**config.mk**
```make
export PLATFORM = sky130hd
export DESIGN_NAME = bcd2bin_seq_flat
export DESIGN_NICKNAME = d
export VERILOG_FILES = /design/src/rtl/bcd2bin_seq_pkg.sv /design/src/rtl/bcd2bin_seq_if.sv /design/src/rtl/bcd2bin_seq_digit_sub3.sv /design/src/rtl/bcd2bin_seq.sv /design/src/flat_wrapper.sv
export SDC_FILE = /design/constraint.sdc
export NUM_CORES = 1
export LEC_CHECK = 0
export ABC_AREA = 1
export ABC_CLOCK_PERIOD_IN_PS = 2750
export CAP_MARGIN = 5
export CORE_MARGIN = 2
export CORE_UTILIZATION = 28
export DETAILED_ROUTE_END_ITERATION = 8
export SYNTH_ARGS = -nofsm -noshare
export SYNTH_HDL_FRONTEND = slang
export SYNTH_SLANG_ARGS = --single-unit
```
**constraint.sdc**
```tcl
create_clock -name clk -period 2.75 [get_ports clk]
set_clock_uncertainty 0.1 [all_clocks]
set_input_delay 0.4125 -clock clk [delete_from_list [all_inputs] [get_ports clk]]
set_output_delay 0.4125 -clock clk [all_outputs]
set_load 0.05 [all_outputs]
```
**src/rtl/bcd2bin_seq_pkg.sv**
```systemverilog
// Shared types and constants for the iterative BCD-to-binary converter.
package bcd_pkg;

  localparam int BCD_DIGIT_W = 4;
  localparam logic [BCD_DIGIT_W-1:0] BCD_CORR = 4'd3;

  typedef enum logic [1:0] {IDLE, CALC, DONE} bcd_conv_state_t;

  // Smallest binary width able to hold every value of a digits-wide decimal word.
  function automatic int bin_width(input int digits);
    longint unsigned p;
    int              w;
    p = 64'd1;
    for (int i = 0; i < digits; i++) p = p * 64'd10;
    w = 0;
    for (int i = 0; i < 64; i++) begin
      if ((64'd1 << i) < p) w = i + 1;
    end
    return w;
  endfunction

endpackage

```
**src/rtl/bcd2bin_seq_if.sv**
```systemverilog
// Valid/ready request (packed BCD) and response (binary + error) bundle.
interface bcd2bin_seq_if
  import bcd_pkg::*;
#(
  parameter int N_DIGITS = 3,
  parameter int N        = 10
);
  logic                            in_valid;
  logic                            in_ready;
  logic [BCD_DIGIT_W*N_DIGITS-1:0] in_bcd;
  logic                            out_valid;
  logic                            out_ready;
  logic [N-1:0]                    out_bin;
  logic                            out_err;

  modport master (
    output in_valid, in_bcd, out_ready,
    input  in_ready, out_valid, out_bin, out_err
  );

  modport slave (
    input  in_valid, in_bcd, out_ready,
    output in_ready, out_valid, out_bin, out_err
  );
endinterface

```
**src/rtl/bcd2bin_seq_digit_sub3.sv**
```systemverilog
// One-digit correction for reverse double-dabble: digits of 8 or more lose 3.
module bcd_digit_sub3
  import bcd_pkg::*;
(
  input  logic [BCD_DIGIT_W-1:0] i_d,
  output logic [BCD_DIGIT_W-1:0] o_d
);
  assign o_d = (i_d >= 4'd8) ? i_d - BCD_CORR : i_d;
endmodule

```
**src/rtl/bcd2bin_seq.sv**
```systemverilog
// Iterative BCD-to-binary converter: one right shift plus per-digit correction
// per cycle, N cycles per word, valid/ready on both sides, illegal-digit flag.
module bcd2bin_seq
  import bcd_pkg::*;
#(
  parameter int N_DIGITS = 3,
  parameter int N        = 10
) (
  input logic          clk,
  input logic          rst,
  bcd2bin_seq_if.slave bus
);
  localparam int BCD_W = BCD_DIGIT_W * N_DIGITS;
  localparam int CNT_W = $clog2(N) + 1;

  if (N_DIGITS < 1 || N < bin_width(N_DIGITS)) begin : g_param_check
    $error("bcd2bin_seq: need N_DIGITS >= 1 and 2**N >= 10**N_DIGITS");
  end

  bcd_conv_state_t    r_state, w_next_state;
  logic [BCD_W-1:0]   r_bcd;
  logic [BCD_W-1:0]   w_bcd_fix;
  logic [N-1:0]       r_bin;
  logic               r_err;
  logic               w_in_err;
  logic [CNT_W-1:0]   r_cnt;
  logic [BCD_W+N-1:0] w_shifted;

  // The BCD digits drain LSB-first into the top of the binary register.
  assign w_shifted = {r_bcd, r_bin} >> 1;

  for (genvar g = 0; g < N_DIGITS; g++) begin : g_digit
    bcd_digit_sub3 u_sub3 (
      .i_d(w_shifted[N + g*BCD_DIGIT_W +: BCD_DIGIT_W]),
      .o_d(w_bcd_fix[g*BCD_DIGIT_W +: BCD_DIGIT_W])
    );
  end

  always_comb begin
    w_in_err = 1'b0;
    for (int i = 0; i < N_DIGITS; i++) begin
      if (bus.in_bcd[i*BCD_DIGIT_W +: BCD_DIGIT_W] > 4'd9) w_in_err = 1'b1;
    end
  end

  always_comb begin
    // NOTE: default assigned before the case so no path leaves it unassigned (no latch).
    w_next_state = r_state;
    case (r_state)
      IDLE:    if (bus.in_valid) w_next_state = CALC;
      CALC:    if (r_cnt == CNT_W'(N - 1)) w_next_state = DONE;
      DONE:    if (bus.out_ready) w_next_state = IDLE;
      default: w_next_state = IDLE;
    endcase
  end

  // NOTE: non-blocking assignments so every register updates from pre-edge values.
  always_ff @(posedge clk) begin
    if (rst) begin
      r_state <= IDLE;
      r_bcd   <= '0;
      r_bin   <= '0;
      r_err   <= 1'b0;
      r_cnt   <= '0;
    end else begin
      r_state <= w_next_state;
      case (r_state)
        IDLE: begin
          if (bus.in_valid) begin
            r_bcd <= bus.in_bcd;
            r_bin <= '0;
            r_err <= w_in_err;
            r_cnt <= '0;
          end
        end
        CALC: begin
          r_bcd <= w_bcd_fix;
          r_bin <= w_shifted[N-1:0];
          r_cnt <= r_cnt + CNT_W'(1);
        end
        default: ;
      endcase
    end
  end

  assign bus.in_ready  = (r_state == IDLE);
  assign bus.out_valid = (r_state == DONE);
  assign bus.out_bin   = r_err ? '0 : r_bin;
  assign bus.out_err   = r_err;

endmodule

```
**src/flat_wrapper.sv**
```systemverilog
// flat-port wrapper written by rule: the top's interface ports become plain ports
module bcd2bin_seq_flat import bcd_pkg::*;
#(
  parameter int N_DIGITS = 3,
  parameter int N        = 10
)
  (clk, rst, bus_in_valid, bus_in_bcd, bus_out_ready, bus_in_ready, bus_out_valid, bus_out_bin, bus_out_err);
  bcd2bin_seq_if #(.N_DIGITS(N_DIGITS), .N(N)) bus_i ();
  input logic clk;
  input logic rst;
  input wire logic [$bits(bus_i.in_valid)-1:0] bus_in_valid;
  input wire logic [$bits(bus_i.in_bcd)-1:0] bus_in_bcd;
  input wire logic [$bits(bus_i.out_ready)-1:0] bus_out_ready;
  output wire logic [$bits(bus_i.in_ready)-1:0] bus_in_ready;
  output wire logic [$bits(bus_i.out_valid)-1:0] bus_out_valid;
  output wire logic [$bits(bus_i.out_bin)-1:0] bus_out_bin;
  output wire logic [$bits(bus_i.out_err)-1:0] bus_out_err;
  assign bus_i.in_valid = bus_in_valid;
  assign bus_i.in_bcd = bus_in_bcd;
  assign bus_i.out_ready = bus_out_ready;
  assign bus_in_ready = bus_i.in_ready;
  assign bus_out_valid = bus_i.out_valid;
  assign bus_out_bin = bus_i.out_bin;
  assign bus_out_err = bus_i.out_err;
  bcd2bin_seq #(.N_DIGITS(N_DIGITS), .N(N)) u_core (.clk(clk), .rst(rst), .bus(bus_i));
endmodule
```
Word-level counts from Yosys, hierarchy flattened
Cells that the tools add are included.
Word-level totals
  bits in registers: 30
Cells by class
  add/subtract/negate cells: 4
  magnitude comparators: 6
  eq/ne operators: 6
  multiplexer cells: 17
  reductions and logical operators: 5
Operators by type and width (number)
  12-bit case mux with 2 select lines: 1
  10-bit two-way mux: 2
  10-bit case mux with 2 select lines: 1
  4-bit > comparator, second input constant: 3
  12-bit two-way mux: 1
  4-bit two-way mux: 3
  5-bit case mux with 2 select lines: 1
  4-bit >= comparator, second input constant: 2
  4-bit by 2-bit subtractor with 4-bit output, second input constant: 2
  2-bit two-way mux: 3
  2-bit case mux with 3 select lines: 1
  5-bit by 1-bit adder with 5-bit output, second input constant: 1
  5-bit by 4-bit equality test with 1-bit output, second input constant: 1
  5-bit two-way mux: 1
  3-bit by 4-bit >= comparator with 1-bit output, second input constant: 1
  2-bit inequality test, second input constant: 2
  2-bit AND reduction: 2
  3-bit by 2-bit subtractor with 4-bit output, second input constant: 1
  1-bit two-way mux: 3
  3-bit AND reduction: 1
  2-bit by 1-bit equality test with 1-bit output, second input constant: 1
  2-bit equality test, second input constant: 1
  2-bit zero test: 1
  2-bit by 1-bit inequality test with 1-bit output, second input constant: 1
  2-bit nonzero test: 1

Logic depth before layout (Yosys ltp)
Gate-level depths: netlist (run 1).
  depth in word-level cells: 4
  mapped depth: 7
  mapped depth without buffers: 7

Modules after synthesis
Synthesis (run 1) repeated with hierarchy kept, for this count alone.
Second synthesis, totals
  cell total of the unflattened synthesis: 265
  area total of the unflattened synthesis: 1709.1 um2
Modules (own cells, without submodules)
  bcd2bin_seq: times used 1, cells an instance 217, area an instance 1442.6 um2, seq. area each 600.6 um2
  bcd_digit_sub3: times used 3, cells an instance 16, area an instance 88.8 um2, seq. area each 0.0 um2

Least setup slack after synthesis (run 1)
OpenSTA, ideal clock, no wires.
  kind: reg2out
  from: register u_core.r_err (netlist: u_core.bus.out_err)
  to: output bus_out_bin[0]
  data arrival time: 1.411 ns
  required time: 2.237 ns
  path slack: 0.827 ns
  cell stages (with the launch flop): 3
  cells stage by stage: dfxtp_1 -> clkbuf_1 -> nor2_1
Between the ends
  cells in the longest elaborated chain, start to end: 1
Ends and longest elaborated chain
  start: declaration: RTL line bcd2bin_seq.sv:24  | logic r_err;
  start signal: assignment: RTL line bcd2bin_seq.sv:72  | r_err <= w_in_err;
  10-bit two-way mux: RTL line bcd2bin_seq.sv:88  | assign bus.out_bin = r_err ? '0 : r_bin;
  end: declaration: RTL line flat_wrapper.sv:16  | output wire logic [$bits(bus_i.out_bin)-1:0] bus_out_bin;
Every way passes these cells.

Worst setup path in the final report (run 1)
  from: register u_core.r_err (netlist: u_core.bus.out_err)
  to: output bus_out_err
RTL lines
  end: declaration: RTL line flat_wrapper.sv:17  | output wire logic [$bits(bus_i.out_err)-1:0] bus_out_err;
No word-level cell between the ends.

==> impl_metrics.env, run 1 <==
export IMPL_status="completed"
export IMPL_grt_pass1_vias=1419
export IMPL_avgSynthCellArea_um2=6.600
export IMPL_total_power_mw=1.189
export IMPL_rsz0062_at_grt="no"
export IMPL_max_freq_mhz=447.5
export IMPL_ios=29
export IMPL_design_area_mm2=0.002016
export IMPL_fin_nets=284
export IMPL_finalWorstSetupSlack_ns=0.5154
export IMPL_finalSetupViolCount=0
export IMPL_cts_resized=0
export IMPL_clock_sinks=30
export IMPL_cp_top_family="buffers and inverters"
export IMPL_drt_total_wl_um=3536
export IMPL_switching_power_mw=0.2846
export IMPL_clockRootBuffer="clkbuf_8"
export IMPL_grt_pass1_wl_um=6072
export IMPL_routed_via_density=4.544
export IMPL_route_detailed_drc=0
export IMPL_hp_class="reg -> reg"
export IMPL_hpwl_um=2420
export IMPL_hold_ws_ns=0.3672
export IMPL_hold_viol_final=0
export IMPL_crit_slowest_cell="clkdlybuf4s50_1"
export IMPL_grt_ovfl_total=0
export IMPL_relSlewSlack_pct=66.98
export IMPL_ir_drop_mv=0.1608
export IMPL_cts_inserted_buffers=5
export IMPL_yosysTopAreaCellShare_pct=39.06
export IMPL_synth_warnings=0
export IMPL_end_kind="output pin"
export IMPL_yosysSeqAreaShare_pct=39.06
export IMPL_numPlacedInstances=325
export IMPL_dpl_cell_area_mm2=0.001873
export IMPL_whs_path_depth=2
export IMPL_drv_cap=0
export IMPL_timing_worst_slew_pin_value_ns=0.4938
export IMPL_row_count=26
export IMPL_start_util_pct=29.54
export IMPL_netlist_instances=233
export IMPL_period_share_pct=81.26
export IMPL_synthArstFlopShare_pct=0
export IMPL_die_area_mm2=0.006100
export IMPL_drt_antenna_violating_nets=0
export IMPL_h_tree_depth=2
export IMPL_sequentialPowerShare_pct=40.2
export IMPL_critical_path_arrival_ns=1.72
export IMPL_synth_top_area_cell="dfxtp_1"
export IMPL_tritoncts="done"
export IMPL_die_w_um=78.11
export IMPL_stdcell_count=333
export IMPL_swShare_pct=23.94
export IMPL_worstPathRequired_ns=2.24
export IMPL_post_drt_wl_per_cell_um=10.62
export IMPL_die_y_um=78.11
export IMPL_fin_crit_ns=2.235
export IMPL_numPortBuffers=28
export IMPL_vias=1513
export IMPL_track_usage_pct=12.27
export IMPL_syn_area_mm2=0.001538
export IMPL_synthMostInstantiatedCell="nand2_1"
export IMPL_synth_edf_count=0
export IMPL_synth_ff_type="dfxtp_1"
export IMPL_ctsHoldBuffers=0
export IMPL_cts_setup_buffers=0
export IMPL_worst_path_buf_inv=1
export IMPL_fp_coreArea_mm2=0.005205
export IMPL_critical_path_max_stage_delay_ns=0.88
export IMPL_place_worst_setup_slack_ns=0.8073
export IMPL_cts_buffer_depth=2
export IMPL_worstPathCellList="clkdlybuf4s50_1"
export IMPL_criticalPathCategory="reg -> out"
export IMPL_worst_setup_path_start_kind="flip-flop"
export IMPL_internal_power_mw=0.9043
export IMPL_synth_nets=255
export IMPL_static_leakage_power_nw=0.8069
export IMPL_n_antenna_cell=0
export IMPL_gp_congestion=0.7529
export IMPL_drt_pass1_iter_count=4
export IMPL_synthDistinctLibCells=21
export IMPL_setup_tns_ns=0
export IMPL_ys_ff_latch=30
export IMPL_pwr_share_clk_pct=46.7
export IMPL_r2r_cells=6
export IMPL_power_density_mw_per_mm2=589.8
export IMPL_synth_area_leaders="dfxtp_1 (39%), nand2_1 (17%), a21oi_1 (7.5%)"
export IMPL_path_max_fanout=12
export IMPL_slew_violations=0
export IMPL_grt_max_degree=27
export IMPL_clk_pin_slew_ns=0.07
export IMPL_area_growth_pct=31.08
export IMPL_synth_commonest_cells="nand2_1 (71), dfxtp_1 (30), inv_1 (29)"
export IMPL_antenna_found_initial=0
export IMPL_cp_depth=1
export IMPL_drtIter0Drc=57
export IMPL_pwr_share_comb_pct=13.1
export IMPL_clkLatencyLatePin_ns=0.28
export IMPL_final_util_pct=38.73
export IMPL_drive_gt1_share_pct=6.464
-- final cells by class --
class | instances | area (µm²)
Sequential cell | 30 | 600.6
Tap cell | 70 | 87.58
Clock buffer | 6 | 82.58
Fill cell | 583 | 3189
Timing Repair Buffer | 31 | 302.8
Multi-Input combinational cell | 161 | 758.2
Inverter | 33 | 123.9
Clock inverter | 2 | 60.06
-- cell usage in the layout (no fill, tap or decap), drive strengths merged, types with 4 or more instances in the layout --
cell,count
o211ai,4
ha,6
inv,33
o21ai,13
nor2,22
nand3,13
clkbuf,6
dfxtp,30
nand2,71
a21oi,23
clkdlybuf4s50,28
-- routing by layer --
layer  vias to the layer above  GRT usage, %  wire length (µm)
li1                        796             -                 -
met1                       689         13.93              1665
met2                        22         21.64              1679
met3                         6         3.563               143
met4                         0         4.737                48
met5                         -             0                 0
-- cells by family (layout without fill, tap and decap cells) --
| group | after synthesis | in the layout | share of synthesized area, % |
|---|---|---|---|
| fa+ha+maj | 6 | 6 | 4.882 |
| simple gates | 112 | 112 | 29.29 |
| compound gates | 43 | 43 | 15.13 |
| buf+inv | 42 | 72 | 11.63 |
| flops | 30 | 30 | 39.06 |
-- flip-flops by register name (all words and copies together) (netlist names) --
| signal | flops |
|---|---|
| u_core.bus.out_err | 1 |
| u_core.r_cnt | 5 |
| u_core.r_bin | 10 |
| u_core.r_state | 2 |
| u_core.r_bcd | 12 |
-- worst paths after layout --
path,from,endpoint,slack [ns]
worst max-delay path,u_core.bus.out_err,bus_out_err,0.52
worst min-delay path,u_core.r_bin[0],u_core.r_bin[0],0.37
worst max register to register,u_core.r_state[0],u_core.r_bcd[4],1.33
worst min register to register,u_core.r_bin[0],u_core.r_bin[0],0.37
-- power groups by stage --
stage	sequential, mW	clock (mW)	combinational (mW)
2_1_floorplan	0.485	0	0.105
3_3_place_gp	0.487	0	0.155
3_5_place_dp	0.488	0	0.156
4_1_cts	0.478	0.563	0.158
5_1_grt	0.482	0.585	0.177
6_report	0.478	0.555	0.155
(Power assumes the default switching activity.)
==> run 2, diff against run 1 <==
- ABC_CLOCK_PERIOD_IN_PS: 2750 -> 1810
- clock period: 2.75 -> 1.81 ns (I/O delays scaled with it)
==> run 2 against run 1 <==
  * Routed wire length grew 2.4%
  * Sequential power grew 53%
  * Design area grew 4.8%
  * Register-to-register slack lost 0.96 ns
  * Critical path depth grew 1
  * First-iteration DRC count grew 84%
  * Sequential share of layout area shrank 1.4 points
  * Total power grew 30%
==> impl_metrics.env, run 2 (synthesis results as in run 1) <==
export IMPL_critical_path_arrival_ns=1.25
export IMPL_row_count=26
export IMPL_power_density_mw_per_mm2=730.8
export IMPL_numPortBuffers=28
export IMPL_hpwl_um=2602
export IMPL_total_power_mw=1.544
export IMPL_grt_pass1_wl_um=6237
export IMPL_drt_antenna_violating_nets=0
export IMPL_clockRootBuffer="clkbuf_8"
export IMPL_ctsHoldBuffers=0
export IMPL_cts_buffer_depth=2
export IMPL_relSlewSlack_pct=67.86
export IMPL_drt_total_wl_um=3621
export IMPL_track_usage_pct=12.84
export IMPL_end_kind="output pin"
export IMPL_regMostFlops="u_core.r_bcd"
export IMPL_final_cell_mix="nand2_1 (71), dfxtp_1 (30), inv_1 (29), a21oi_1 (23), nor2_1 (21)"
export IMPL_antenna_found_initial=0
export IMPL_stdcell_count=335
export IMPL_post_drt_wl_per_cell_um=10.81
export IMPL_status="completed"
export IMPL_grt_max_degree=27
export IMPL_finalSetupViolCount=0
export IMPL_final_common_cell="nand2_1"
export IMPL_gp_congestion=0.7899
export IMPL_die_y_um=78.11
export IMPL_met3_usage_pct=4.023
export IMPL_reg_largest_list="u_core.r_bcd x12, u_core.r_bin x10, u_core.r_cnt x5"
export IMPL_cts_setup_buffers=0
export IMPL_clock_sinks=30
export IMPL_drv_cap=0
export IMPL_hp_class="reg -> reg"
export IMPL_ir_drop_mv=0.2498
export IMPL_period_share_pct=89.50
export IMPL_rsz0062_at_grt="no"
export IMPL_worstPathRequired_ns=1.44
export IMPL_route_detailed_drc=0
export IMPL_numPlacedInstances=327
export IMPL_vias=1499
export IMPL_grt_use_met1_pct=15.46
export IMPL_path_max_fanout=12
export IMPL_slew_violations=0
export IMPL_start_util_pct=29.54
export IMPL_cts_resized=0
export IMPL_cts_inserted_buffers=5
export IMPL_clk_pin_slew_ns=0.07
export IMPL_fin_crit_ns=1.620
export IMPL_clkLatencyLatePin_ns=0.28
export IMPL_routed_via_density=4.475
export IMPL_fp_coreArea_mm2=0.005205
export IMPL_grt_pass1_vias=1388
export IMPL_die_area_mm2=0.006100
export IMPL_drt_pass1_iter_count=4
export IMPL_timing_worst_slew_pin_value_ns=0.4815
export IMPL_area_growth_pct=37.43
export IMPL_die_w_um=78.11
export IMPL_hold_viol_final=0
export IMPL_max_freq_mhz=617.3
export IMPL_tritoncts="done"
export IMPL_largest_reg_flops=12
export IMPL_worst_setup_path_start_kind="flip-flop"
export IMPL_grt_ovfl_total=0
export IMPL_static_leakage_power_nw=0.8557
export IMPL_n_antenna_cell=0
export IMPL_criticalPathCategory="reg -> out"
export IMPL_use_met2_pct=21.47
export IMPL_top_usage_layer="met2"
export IMPL_hold_ws_ns=0.3614
export IMPL_drive_gt1_share_pct=12.08
export IMPL_ios=29
export IMPL_drtIter0Drc=105
export IMPL_setup_tns_ns=0
export IMPL_h_tree_depth=2
export IMPL_fin_nets=286
run 2: changes by cell type in the layout (fill, tap and decap cells not counted), sizes merged:
cell,delta
bufinv,-2
clkinv,+1
clkdlybuf4s50,-13
clkinvlp,+1
buf,+15
run 2: final timing paths:
kind	startpoint	end	slack, ns	depth (start not counted)
worst max-delay path	u_core.bus.out_err	bus_out_bin[7]	0.19	2
worst min-delay path	u_core.r_bin[0]	u_core.r_bin[0]	0.36	2
worst max register to register	u_core.r_state[0]	u_core.r_bcd[4]	0.37	6
worst min register to register	u_core.r_bin[0]	u_core.r_bin[0]	0.36	2
run 2: per-layer routing:
| metal | wire, µm | share of wire (%) | vias up |
|---|---|---|---|
| met4 | 53 | 1.5 | 0 |
| met1 | 1674 | 46 | 671 |
| li1 | - | - | 797 |
| met3 | 149 | 4.1 | 7 |
| met2 | 1744 | 48 | 24 |
| met5 | 0 | 0 | - |
run 2: where the power goes:
part	switching (mW)	leakage [nW]	internal (mW)
Sequential	0.0371	0.245	0.692
Clock	0.257	0.0472	0.305
Combinational	0.145	0.563	0.108
run 2: final cells by class:
cell class	count	area (µm²)
fill	559	3092
multi-input combinational	161	758.2
sequential	30	600.6
timing repair buffer	33	447.9
inverter	33	123.9
tap	70	87.58
clock buffer	6	82.58
clock inverter	2	12.51
run 2: critical path, cell delays in order, from the launching register on:
cell,delay [ns]
dfxtp_1,0.62
nor2_1,0.16
buf_12,0.18
run 2: per-stage QoR:
step / utilization (%) / worst slack, ns / area, µm²
6_report: 40.60 / 0.1900 / 2113
5_1_grt: 40.60 / 0.08881 / 2113
4_1_cts: 40.60 / 0.1661 / 2113
3_5_place_dp: 38.77 / 0.1756 / 2018
3_3_place_gp: 38.77 / 0.2200 / 2018
2_1_floorplan: - / 0.02761 / 1538
==> run 3, diff against run 2 <==
- ABC_CLOCK_PERIOD_IN_PS: 1810 -> default
- CTS_BUF_LIST: default -> sky130_fd_sc_hd__clkbuf_2 sky130_fd_sc_hd__clkbuf_4 sky130_fd_sc_hd__clkbuf_8
==> results of run 3 <==
No change in the layout: final DEF, timing and power equal those of run 2.
